<file path="src/rtl/gpio_pkg.sv">
// Shared register indices and ID constant for the GPIO MMIO port.
package gpio_pkg;

  typedef enum logic [2:0] {
    GPIO_DIN     = 3'd0,
    GPIO_DOUT    = 3'd1,
    GPIO_DIR     = 3'd2,
    GPIO_RISE_EN = 3'd3,
    GPIO_FALL_EN = 3'd4,
    GPIO_STATUS  = 3'd5,
    GPIO_IEN     = 3'd6,
    GPIO_ID      = 3'd7
  } gpio_reg_e;

  localparam logic [15:0] GPIO_ID_MAGIC = 16'hC0DE;

endpackage

</file>
<file path="src/rtl/gpio_mmio_if.sv">
// Word-addressed register bus between the core and the GPIO port.
interface gpio_mmio_if;

  logic [2:0]  addr;
  logic        wr_en;
  logic        rd_en;
  logic [31:0] wdata;
  logic [31:0] rdata;

  modport master (
    output addr,
    output wr_en,
    output rd_en,
    output wdata,
    input  rdata
  );

  modport slave (
    input  addr,
    input  wr_en,
    input  rd_en,
    input  wdata,
    output rdata
  );

endinterface

</file>
<file path="src/rtl/gpio_debounce.sv">
// One pin: synchroniser chain followed by a persistence counter.
module gpio_debounce #(
  parameter int unsigned SYNC_STAGES     = 2,
  parameter int unsigned DEBOUNCE_CYCLES = 4
) (
  input  logic clk,
  input  logic rst,
  input  logic din,
  output logic stable
);

  localparam int unsigned CNT_W = (DEBOUNCE_CYCLES > 1) ? $clog2(DEBOUNCE_CYCLES) : 1;
  localparam logic [CNT_W-1:0] CNT_LAST = CNT_W'(DEBOUNCE_CYCLES - 1);

  logic [SYNC_STAGES-1:0] sync_q;
  logic [CNT_W-1:0]       cnt;
  logic                   synced;

  assign synced = sync_q[SYNC_STAGES-1];

  // Shift the raw pin through the synchroniser flops.
  always_ff @(posedge clk or posedge rst) begin
    if (rst) begin
      sync_q <= '0;
    end else begin
      sync_q <= {sync_q[SYNC_STAGES-2:0], din};
    end
  end

  // Accept a synced change only after it has persisted long enough; the counter
  // clears on acceptance so it never runs past CNT_LAST.
  always_ff @(posedge clk or posedge rst) begin
    if (rst) begin
      cnt    <= '0;
      stable <= 1'b0;
    end else if (synced == stable) begin
      cnt <= '0;
    end else if (cnt == CNT_LAST) begin
      stable <= synced;
      cnt    <= '0;
    end else begin
      cnt <= cnt + 1'b1;
    end
  end

endmodule

</file>
<file path="src/rtl/gpio_mmio_port.sv">
// Memory-mapped GPIO: register file, edge capture, W1C status, read mux, irq.
module gpio_mmio_port
  import gpio_pkg::*;
#(
  parameter int unsigned WIDTH           = 8,
  parameter int unsigned SYNC_STAGES     = 2,
  parameter int unsigned DEBOUNCE_CYCLES = 4
) (
  input  logic             clk,
  input  logic             rst,
  gpio_mmio_if.slave       bus,
  input  logic [WIDTH-1:0] gpio_i,
  output logic [WIDTH-1:0] gpio_o,
  output logic [WIDTH-1:0] gpio_oe,
  output logic             irq
);

  logic [WIDTH-1:0] din_stable;
  logic [WIDTH-1:0] stable_q;
  logic [WIDTH-1:0] dout;
  logic [WIDTH-1:0] dir;
  logic [WIDTH-1:0] rise_en;
  logic [WIDTH-1:0] fall_en;
  logic [WIDTH-1:0] status;
  logic [WIDTH-1:0] ien;
  logic [WIDTH-1:0] wdata_w;
  logic [WIDTH-1:0] edge_set;
  logic [WIDTH-1:0] w1c_mask;
  logic [31:0]      rd_val;
  gpio_reg_e        sel;

  assign sel     = gpio_reg_e'(bus.addr);
  assign wdata_w = bus.wdata[WIDTH-1:0];

  for (genvar g = 0; g < WIDTH; g++) begin : g_pin
    gpio_debounce #(
      .SYNC_STAGES     (SYNC_STAGES),
      .DEBOUNCE_CYCLES (DEBOUNCE_CYCLES)
    ) u_debounce (
      .clk    (clk),
      .rst    (rst),
      .din    (gpio_i[g]),
      .stable (din_stable[g])
    );
  end

  // Enabled stable-value transitions and the STATUS clear mask for this cycle.
  always_comb begin
    edge_set = (din_stable & ~stable_q & rise_en) | (~din_stable & stable_q & fall_en);
    w1c_mask = '0;
    if (bus.wr_en && (sel == GPIO_STATUS)) begin
      w1c_mask = wdata_w;
    end
  end

  // Register file; an edge-set overrides a same-cycle W1C clear.
  always_ff @(posedge clk or posedge rst) begin
    if (rst) begin
      stable_q <= '0;
      dout     <= '0;
      dir      <= '0;
      rise_en  <= '0;
      fall_en  <= '0;
      status   <= '0;
      ien      <= '0;
    end else begin
      stable_q <= din_stable;
      status   <= (status & ~w1c_mask) | edge_set;
      if (bus.wr_en) begin
        case (sel)
          GPIO_DOUT:    dout    <= wdata_w;
          GPIO_DIR:     dir     <= wdata_w;
          GPIO_RISE_EN: rise_en <= wdata_w;
          GPIO_FALL_EN: fall_en <= wdata_w;
          GPIO_IEN:     ien     <= wdata_w;
          default:      ;
        endcase
      end
    end
  end

  // Read mux, built from pre-write register values.
  always_comb begin
    rd_val = '0;
    case (sel)
      GPIO_DIN:     rd_val = 32'(din_stable);
      GPIO_DOUT:    rd_val = 32'(dout);
      GPIO_DIR:     rd_val = 32'(dir);
      GPIO_RISE_EN: rd_val = 32'(rise_en);
      GPIO_FALL_EN: rd_val = 32'(fall_en);
      GPIO_STATUS:  rd_val = 32'(status);
      GPIO_IEN:     rd_val = 32'(ien);
      GPIO_ID:      rd_val = {GPIO_ID_MAGIC, 8'(SYNC_STAGES), 8'(WIDTH)};
      default:      rd_val = '0;
    endcase
  end

  // Registered read data, held between reads.
  always_ff @(posedge clk or posedge rst) begin
    if (rst) begin
      bus.rdata <= '0;
    end else if (bus.rd_en) begin
      bus.rdata <= rd_val;
    end
  end

  assign gpio_o  = dout;
  assign gpio_oe = dir;
  assign irq     = |(status & ien);

endmodule
</file>
<file path="src/flat_wrapper.sv">
// flat-port wrapper written by rule: the top's interface ports become plain ports
module gpio_mmio_port_flat import gpio_pkg::*;
#(
  parameter int unsigned WIDTH           = 8,
  parameter int unsigned SYNC_STAGES     = 2,
  parameter int unsigned DEBOUNCE_CYCLES = 4
)
  (clk, rst, gpio_i, gpio_o, gpio_oe, irq, bus_addr, bus_wr_en, bus_rd_en, bus_wdata, bus_rdata);
  gpio_mmio_if bus_i ();
  input  logic clk;
  input  logic rst;
  input  logic [WIDTH-1:0] gpio_i;
  output logic [WIDTH-1:0] gpio_o;
  output logic [WIDTH-1:0] gpio_oe;
  output logic irq;
  input wire logic [$bits(bus_i.addr)-1:0] bus_addr;
  input wire logic [$bits(bus_i.wr_en)-1:0] bus_wr_en;
  input wire logic [$bits(bus_i.rd_en)-1:0] bus_rd_en;
  input wire logic [$bits(bus_i.wdata)-1:0] bus_wdata;
  output wire logic [$bits(bus_i.rdata)-1:0] bus_rdata;
  assign bus_i.addr = bus_addr;
  assign bus_i.wr_en = bus_wr_en;
  assign bus_i.rd_en = bus_rd_en;
  assign bus_i.wdata = bus_wdata;
  assign bus_rdata = bus_i.rdata;
  gpio_mmio_port #(.WIDTH(WIDTH), .SYNC_STAGES(SYNC_STAGES), .DEBOUNCE_CYCLES(DEBOUNCE_CYCLES)) u_core (.clk(clk), .rst(rst), .bus(bus_i), .gpio_i(gpio_i), .gpio_o(gpio_o), .gpio_oe(gpio_oe), .irq(irq));
endmodule
</file>
<file path="config.mk">
export PLATFORM = sky130hd
export DESIGN_NAME = gpio_mmio_port_flat
export DESIGN_NICKNAME = d
export VERILOG_FILES = /design/src/rtl/gpio_pkg.sv /design/src/rtl/gpio_mmio_if.sv /design/src/rtl/gpio_debounce.sv /design/src/rtl/gpio_mmio_port.sv /design/src/flat_wrapper.sv
export SDC_FILE = /design/constraint.sdc
export NUM_CORES = 1
export LEC_CHECK = 0
export ABC_AREA = 0
export ABC_CLOCK_PERIOD_IN_PS = 11630
export BUFFER_PORTS_ARGS = -buffer_cell sky130_fd_sc_hd__buf_4
export CAP_MARGIN = 20
export CORE_MARGIN = 3
export CORE_UTILIZATION = 59
export DETAILED_ROUTE_END_ITERATION = 10
export PLACE_DENSITY = 0.85
export REMOVE_ABC_BUFFERS = 1
export SKIP_LAST_GASP = 1
export SLEW_MARGIN = 5
export SYNTH_ARGS = -nofsm -noshare
export SYNTH_HDL_FRONTEND = slang
export SYNTH_SLANG_ARGS = --single-unit
</file>
<file path="constraint.sdc">
create_clock -name clk -period 11.63 [get_ports clk]
set_clock_uncertainty 0.2 [all_clocks]
set_input_delay 2.326 -clock clk [delete_from_list [all_inputs] [get_ports clk]]
set_output_delay 2.326 -clock clk [all_outputs]
set_load 0.1 [all_outputs]
</file>
==> metrics <==
# Max-Cap Violations=0; total wire length=9150 µm; Routed Antenna Nets=0; setup TNS=0 ns; Sw Pwr=0.000470 W; P_int=0.000699 W; Hold Violations, Final=0; Final GP Congestion=0.832; Synth Register Bits=around 110; CTS Buffer Depth=2; cell area power density=between 200 and 250 mW/mm²; via count=slightly above 3,000; max-slew violations=0; Compound-Gate Fraction of Synth Area=0.0918; DR vias/cell=5.81; CORE AREA=0.00749 mm²; # port buffers=56; Seq pwr share=0.473; Crit Path Class=reg2out; Post-Syn Area=approximately 0.0047 mm²; peak supply drop=roughly 0.00015 V; cts bufs inserted=9; # nets final=about 470; Finished Core Util=0.692; TritonRoute pass-1 iters=4; Die Span X=95.0 µm; pre-CTS setup slack=7.32 ns; Worst Hold Class=reg2reg; DP HPWL=between 5000 and 6000 µm; total grt overflow=0; logic gate share of total power=0.341; synth warn=0; dominant cell type by area after synthesis=dfrtp_1; post-synthesis xor/xnor area fraction=0.0150; CTS Root Cell=clkbuf_8; initial antenna violation count=0; Clk Latency, worst-skew pair=about 0.37 ns; global-route wire length before repair=about 15,000 µm; ys async rst share=1.00; largest family of logic cells by synthesized area=multiplexers; largest net degree at the start of global routing=between 60 and 70; row cnt=31; vias in the first global route=3,074; drt first-iter violations=210; layout cells sized above 1=0.237; crit-path cells=a22oi_1 > nand4_1 > buf_4; Die H=95.0 µm; cts repair resizes=0; Critical Path RT=9.10 ns; minimum clock period after layout=3.97 ns; layout overhead on the synthesized area=10.8%; htree depth=3; Worst Setup End Kind=output pin; period utilization=0.342; Rel. slew slack=0.382; Die Footprint=0.00903 mm²; WL per Instance=17.6 µm; Main synth FF type=dfrtp_1; CP Launch Type=flop; slowest cell delay on critical path=0.40 ns; Worst Path Max Fanout=3; RSZ-0062 raised after global routing=false; Mapped Avg Cell Area=12.5 µm²; mux contribution to synthesized area=0.131; # DRC=0; EDFF count, synth=0; Clock transition at path regs=0.09 ns; switching portion of total power=0.402; sequential area share after synthesis=0.562; clock power share=0.186; status=finished, final reports clean; R2R setup slack=9.91 ns; Post-CTS Setup Bufs=0; CP Buf/Inv Count=1; largest delay contributor family on the critical path=flip-flops; Sink Count=105; number of diodes=0; worst hold margin=0.157 ns; Fmax=252 MHz; Distinct cells, synth=50; slowest CP cell=dfrtp_1; # hold bufs at CTS=0; Worst-Margin Slew=0.922 ns; area share of fa/ha/maj cells after synthesis=0.0214; setup ws final=7.66 ns; post-synthesis cell count=373; IO Pins=96; Initial Util=0.624; post-synthesis simple-gate area fraction=0.107; WP data arrival=between 1 and 1.5 ns; Area contributors post-synth=dfrtp_1, mux2_1, buf_4; LEAKAGE=2.39 nW; area share of the largest cell type after synthesis=0.562; GRT Overall Usage=0.220; final setup fails=0; TritonCTS clock tree=built
-- final cells by class --
class | count | area [µm²]
timing repair buffer | 57 | 428
sequential | 105 | 2630
multi-input combinational | 233 | 1770
fill | 546 | 2310
clock buffer | 11 | 131
tap | 99 | 124
clock inverter | 5 | 56.3
inverter | 11 | 43.8
-- path summary, 6_finish.rpt --
path / from / to / cells after the start
setup / recovery: u_core.ien[4] / irq / 3
hold / removal: u_core.g_pin[5].u_debounce.sync_q[0] / u_core.g_pin[5].u_debounce.sync_q[1] / 0
setup reg to reg: u_core.g_pin[6].u_debounce.stable / u_core.bus.rdata[6] / 4
hold reg to reg: u_core.g_pin[5].u_debounce.sync_q[0] / u_core.g_pin[5].u_debounce.sync_q[1] / 0
max in group asynchronous: rst / u_core.bus.rdata[3] / 3
min in group asynchronous: rst / u_core.g_pin[1].u_debounce.sync_q[0] / 2
-- state kept, by name (all words and copies together) (netlist names) --
| register | cells |
|---|---|
| u_core.gpio_o | 8 |
| u_core.gpio_oe | 8 |
| u_core.bus.rdata | 9 |
| u_core.g_pin.u_debounce.sync_q | 16 |
| u_core.status | 8 |
| u_core.g_pin.u_debounce.cnt | 16 |
| u_core.stable_q | 8 |
| u_core.ien | 8 |
| u_core.fall_en | 8 |
| u_core.rise_en | 8 |
| u_core.g_pin.u_debounce.stable | 8 |
-- worst register-to-register path, cell delays in order (launching register included) --
cell,delay [ns]
dfrtp_1,0.45
nor2b_1,0.17
a2111oi_2,0.38
a221oi_1,0.11
mux2_2,0.29
-- cells by family after synthesis --
| family | count (synthesis) |
|---|---|
| and+or+nand+nor | 85 |
| muxes | 53 |
| AOI/OAI and AO/OA | 64 |
| xor gates and xnor gates | 8 |
| DFF | 105 |
| buffers and inverters | 49 |
| other | 1 |
| adders and majority gates | 8 |
-- routing by layer --
metal | part of all wire | GRT usage | up-vias
li1 | - | - | 1370
met5 | 0 | 0 | -
met3 | 0.064 | 0.0442 | 16
met2 | 0.50 | 0.355 | 108
met1 | 0.42 | 0.284 | 1532
met4 | 0.022 | 0.109 | 0
-- cell usage after synthesis (all sizes together), types with 8 or more instances --
cell	instances
nor2b	15
dfrtp	105
mux2	44
xnor2	8
ha	8
a21oi	12
buf	37
nand2	35
o211ai	8
nor3	10
inv	11
o21ai	15
mux2i	9
-- power by group through the flow --
stage / combinational, W / clock [W] / sequential, W
2_1_floorplan: 0.000176 / 0 / 0.000679
3_5_place_dp: 0.000400 / 0 / 0.000557
4_1_cts: 0.000403 / 0.000222 / 0.000551
5_1_grt: 0.000429 / 0.000238 / 0.000566
3_3_place_gp: 0.000388 / 0 / 0.000550
6_report: 0.000399 / 0.000218 / 0.000553
-- cells in the final DEF, fill, tap and decap left out, types with 7 or more instances in the layout --
cell type  netlist  final
o21ai_1         12     12
dfrtp_1        105    105
mux2_4           7      7
mux2_2          13     13
mux2i_1          9      9
ha_1             8      8
nand2_1         34     34
nor3_1           9      9
clkbuf_8         0      9
mux2_1          24     24
o211ai_1         8      8
conb_1           1     15
o22ai_1          7      7
buf_4           27     57
a21oi_1         12     12
nand3b_1         7      7
nor2b_1         14     14
inv_1           11     10
xnor2_1          8      8
-- through the flow --
| stage | std cells | total power [W] | instance area, µm² |
|---|---|---|---|
| 6_report | 521 | 0.00117 | 5180 |
| 3_5_place_dp | 505 | 0.000958 | 4990 |
| 4_1_cts | 521 | 0.00118 | 5180 |
| 2_1_floorplan | 349 | 0.000855 | 4440 |
| 5_1_grt | 521 | 0.00123 | 5180 |
| 3_3_place_gp | 505 | 0.000938 | 4990 |
Note: power is estimated with default switching activity, not from simulation.
